===== src/rtl/iir_biquad_scheduler.sv =====
// Multi-channel TDF-II biquad on one shared multiplier; accept-to-out_valid 6 cycles.
// Backpressure: result held in OUT until out_ready; in_ready low whenever not IDLE.
module iir_biquad_scheduler #(
  parameter int W   = 32,
  parameter int FSW = 16,
  parameter int CHB = 2
) (
  input  logic           clk,
  input  logic           rst_n,
  input  logic           in_valid,
  output logic           in_ready,
  input  logic [CHB-1:0] in_ch,
  input  logic [W-1:0]   in_data,
  output logic           out_valid,
  input  logic           out_ready,
  output logic [CHB-1:0] out_ch,
  output logic [W-1:0]   out_data,
  input  logic           cfg_we,
  input  logic [CHB-1:0] cfg_ch,
  input  logic [2:0]     cfg_sel,
  input  logic [W-1:0]   cfg_data,
  output logic           busy
);
  localparam int NCH = 1 << CHB;
  localparam logic [W-1:0] ONE = {{(W-1){1'b0}}, 1'b1} << FSW;

  typedef enum logic [2:0] {IDLE, P0, P1, P2, P3, P4, OUT} state_t;
  state_t state;

  logic [W-1:0] b0 [NCH];
  logic [W-1:0] b1 [NCH];
  logic [W-1:0] b2 [NCH];
  logic [W-1:0] a1 [NCH];
  logic [W-1:0] a2 [NCH];
  logic [W-1:0] d0 [NCH];
  logic [W-1:0] d1 [NCH];

  logic [CHB-1:0] ch;
  logic [W-1:0]   x, y, acc;
  logic [W-1:0]   mul_a, mul_b, prod_t;
  logic [2*W-1:0] prod;

  always_comb begin
    mul_a = '0;
    mul_b = x;
    unique case (state)
      P0:      mul_a = b0[ch];
      P1:      mul_a = b1[ch];
      P2:      begin mul_a = a1[ch]; mul_b = y; end
      P3:      mul_a = b2[ch];
      P4:      begin mul_a = a2[ch]; mul_b = y; end
      default: mul_a = '0;
    endcase
  end

  // Low 2W bits of the product are sign-agnostic, so extend and multiply unsigned.
  assign prod   = {{W{mul_a[W-1]}}, mul_a} * {{W{mul_b[W-1]}}, mul_b};
  assign prod_t = prod[FSW +: W];

  assign in_ready = (state == IDLE) && !cfg_we;

  always_ff @(posedge clk or negedge rst_n) begin
    if (!rst_n) begin
      state     <= IDLE;
      out_valid <= 1'b0;
      out_data  <= '0;
      out_ch    <= '0;
      busy      <= 1'b0;
      ch        <= '0;
      x         <= '0;
      y         <= '0;
      acc       <= '0;
      for (int i = 0; i < NCH; i++) begin
        b0[i] <= ONE;
        b1[i] <= '0;
        b2[i] <= '0;
        a1[i] <= '0;
        a2[i] <= '0;
        d0[i] <= '0;
        d1[i] <= '0;
      end
    end else begin
      unique case (state)
        IDLE: begin
          if (cfg_we) begin
            case (cfg_sel)
              3'd0: b0[cfg_ch] <= cfg_data;
              3'd1: b1[cfg_ch] <= cfg_data;
              3'd2: b2[cfg_ch] <= cfg_data;
              3'd3: a1[cfg_ch] <= cfg_data;
              3'd4: a2[cfg_ch] <= cfg_data;
              3'd5: begin d0[cfg_ch] <= '0; d1[cfg_ch] <= '0; end
              default: ;
            endcase
          end else if (in_valid) begin
            ch    <= in_ch;
            x     <= in_data;
            busy  <= 1'b1;
            state <= P0;
          end
        end
        P0: begin
          y     <= prod_t + d0[ch];
          state <= P1;
        end
        P1: begin
          acc   <= prod_t + d1[ch];
          state <= P2;
        end
        P2: begin
          acc   <= acc - prod_t;
          state <= P3;
        end
        P3: begin
          d0[ch] <= acc;
          acc    <= prod_t;
          state  <= P4;
        end
        P4: begin
          d1[ch]    <= acc - prod_t;
          out_valid <= 1'b1;
          out_data  <= y;
          out_ch    <= ch;
          state     <= OUT;
        end
        OUT: begin
          if (out_ready) begin
            out_valid <= 1'b0;
            busy      <= 1'b0;
            state     <= IDLE;
          end
        end
        default: state <= IDLE;
      endcase
    end
  end
endmodule


===== config.mk =====
export PLATFORM = sky130hd
export DESIGN_NAME = iir_biquad_scheduler
export DESIGN_NICKNAME = d
export VERILOG_FILES = /design/src/rtl/iir_biquad_scheduler.sv
export SDC_FILE = /design/constraint.sdc
export NUM_CORES = 2
export LEC_CHECK = 0
export CORE_MARGIN = 3
export CORE_UTILIZATION = 58
export CTS_CLUSTER_DIAMETER = 80
export DETAILED_ROUTE_END_ITERATION = 8
export PLACE_DENSITY = 0.78
export SYNTH_ARGS = -nofsm -noshare
export SYNTH_HDL_FRONTEND = slang
export SYNTH_SLANG_ARGS = --single-unit

===== constraint.sdc =====
create_clock -name clk -period 15.41 [get_ports clk]
set_input_delay 3.082 -clock clk [delete_from_list [all_inputs] [get_ports clk]]
set_output_delay 3.082 -clock clk [all_outputs]
set_load 0.1 [all_outputs]

==> metrics.md <==
| Metric | Value |
|---|---|
| Ys flop type | `dfrtp_1` |
| Status | `complete, no violations` |
| Via Count | `55.40k` |
| Maximum fanout along the worst path | `36` |
| Number of max-slew violations in the final report | `0` |
| Sequential fraction of the synthesis area | `32.89%` |
| CP Capture Type | `flip-flop` |
| Post-route minimum period | `14480 ps` |
| Initial Util | `58.68%` |
| Distinct cell type count after synthesis | `87` |
| Hold buffers post-CTS | `0` |
| Post-CTS resize count | `0` |
| Clock Latency Late Sink | `740 ps` |
| # fillers | `10.03k` |
| Root buffer cell | `clkbuf_16` |
| Crit path DAT | `15070 ps` |
| CTS H-tree depth | `3` |
| Seq. cell area | `0.02587 sq mm` |
| CP delay by family, top | `compound AO/OA/AOI/OAI gates` |
| Drc violations | `0` |
| Vias per Instance | `6.272` |
| # rows | `134` |
| First-pass GRT wire length | `359.7 mm` |
| Vias in the first global route | `58.67k` |
| Worst slew pin tran | `1397 ps` |
| Synthesized area | `0.07860 sq mm` |
| Clock sink total | `1033` |
| WS Path Type | `flip-flop to flip-flop` |
| Endpoints failing setup | `0` |
| Tightest Hold Check Type | `flip-flop to flip-flop` |
| ANT nets after route | `0` |
| GRT Overall Usage | `33.86%` |
| Post-Syn Instances | `7055` |
| Number of synthesized flops with an enable pin | `0` |
| Max_slew headroom | `6.896%` |
| Asr flop ratio synth | `100.0%` |
| Share of cells above drive strength 1 | `19.84%` |
| CTS clk-pin slew, worst paths | `70 ps` |
| Per-cell routed wire length | `26.34 um` |
| Startpoint type of the worst setup path | `flip-flop` |
| Critical-path top delay cell | `o21ai_2` |
| Area Growth Syn to Fin | `8.567%` |
| Pin count of the biggest net entering global routing | `169` |
| Initial antenna violation count | `12` |
| Core area | `0.1340 sq mm` |
| Max_cap viols | `0` |
| Final net count | `8108` |
| Synth Area per Inst | `11.14 sq um` |
| Die Span X | `374.1 um` |
| Period utilization | `93.95%` |
| Synth warn | `0` |
| Port bufs | `112` |
| Most common cell after layout, fill and taps aside | `dfrtp_1` |
| Top Ports | `113` |
| Yosys reg bits | `1033` |
| GRT Residual Overflow | `0` |
| Top cell by count, worst path | `fa_1` |
| Setup Buffers After CTS | `0` |
| Crit path buf inv count | `6` |
| CTS tree | `yes` |
| Pre-antenna DRT Iters | `6` |
| Most frequent cells in the layout | `dfrtp_1, inv_1, fa_1` |
| TritonCTS Buffers | `106` |
| Total wire length | `232.7 mm` |
| Final Hold Fails | `0` |
| GP Congestion | `0.9682` |
| DP Wirelength | `167.4 mm` |
| Clock buffer depth | `3` |
| Initial DRC count | `5170` |
| Die area | `0.1400 sq mm` |
| Setup TNS | `0 ps` |
| Die H | `374.1 um` |
| Net Count, Synth | `8189` |
| Fin Clk Skew | `42.44 ps` |
| Worst Path Required | `16010 ps` |
| CP max stage delay | `1080 ps` |
| RSZ-0062 raised after global routing | `false` |
| Multi-input logic area | `0.04798 sq mm` |
| Max Freq | `69.07 MHz` |
## layer usage
metal / wire [um] / global-route usage (%)
met4: 11720 / 15.09
met2: 103500 / 50.84
met3: 25480 / 9.281
met1: 91930 / 46.50
met5: 24 / 0
## kinds of logic after synthesis
logic type / Yosys count / synth area share [%]
AO/OA/AOI/OAI: 788 / 7.058
multiplexers: 1017 / 17.58
buffers and inverters: 1353 / 6.533
adder cells (fa/ha/maj): 1079 / 25.15
XOR/XNOR: 177 / 2.010
flip-flops: 1033 / 32.89
AND/OR/NAND/NOR: 1608 / 8.777
## Yosys cell counts, drive strengths merged, types with 21 or more instances
master | number | area, sq um
maj3 | 21 | 214.0
ha | 217 | 2715
fa | 841 | 16840
a22o | 223 | 1953
nand3 | 35 | 187.7
and2 | 52 | 325.3
nor2 | 595 | 2233
nand2 | 653 | 2454
nor2b | 35 | 219.0
clkbuf | 362 | 1359
a21oi | 129 | 645.6
buf | 99 | 427.9
mux2i | 87 | 870.8
mux4 | 220 | 4955
xor2 | 43 | 376.6
o21ai | 192 | 968.4
xnor2 | 133 | 1180
a21o | 36 | 270.3
o21a | 24 | 180.2
or2 | 24 | 150.1
nand2b | 129 | 807.0
dfrtp | 1029 | 25750
a31oi | 22 | 165.2
nor3 | 41 | 215.2
inv | 892 | 3348
mux2 | 710 | 7995
## cell type report
type | count | share of cell area, %
clock inverter | 37 | 0.5073
timing repair buffer | 272 | 2.800
antenna | 5 | 0.01466
tap | 1768 | 2.592
multi-input combinational | 4669 | 56.22
clock buffer | 157 | 3.627
inverter | 892 | 3.925
sequential | 1033 | 30.31
## stage by stage
stage	setup slack, ps	cell area [sq um]	utilization, %	hold WS, ps	instances
2_1_floorplan	585.7	78600	-	444.6	7055
3_3_place_gp	1225	81800	61.06	456.3	8634
3_5_place_dp	1206	81800	61.06	463.2	8634
4_1_cts	1138	85320	63.69	478.8	8828
5_1_grt	163.8	85330	63.70	499.3	8832
6_report	931.9	85340	63.70	476.0	8833
## sequential cells by signal, indices dropped and copies added, names as in the netlist
signal     count
busy           1
b0           128
acc           32
a2           128
ch             2
out_data      32
state          3
a1           128
out_ch         2
b1           128
y             32
d0           128
d1           128
out_valid      1
x             32
b2           128
## worst reg2reg max path: cells and delay by family (launching register included)
family / cells / cell delay, ps
multiplexers: 2 / 420
AO/OA/AOI/OAI: 20 / 5860
XOR/XNOR: 2 / 710
flip-flops: 1 / 640
buffers and inverters: 6 / 1520
AND/OR/NAND/NOR: 4 / 780
adder cells (fa/ha/maj): 12 / 4440
## final timing paths
kind | start | end | slack (ps) | cells after the start
max | state[0]$_DFFE_PN0P_ | d1[127]$_DFFE_PN0P_ | 930 | 46
min reg2reg | out_data[11]$_DFFE_PN0P_ | out_data[11]$_DFFE_PN0P_ | 480 | 2
max reg2reg | state[0]$_DFFE_PN0P_ | d1[127]$_DFFE_PN0P_ | 930 | 46
min | out_data[11]$_DFFE_PN0P_ | out_data[11]$_DFFE_PN0P_ | 480 | 2
min in group asynchronous | rst_n | b2[7]$_DFFE_PN0P_ | 2400 | 1
max in group asynchronous | rst_n | b1[61]$_DFFE_PN0P_ | 9470 | 4
Power is not shown: default switching activity piles up to over one toggle a cycle in this logic, so the estimate is an artifact.
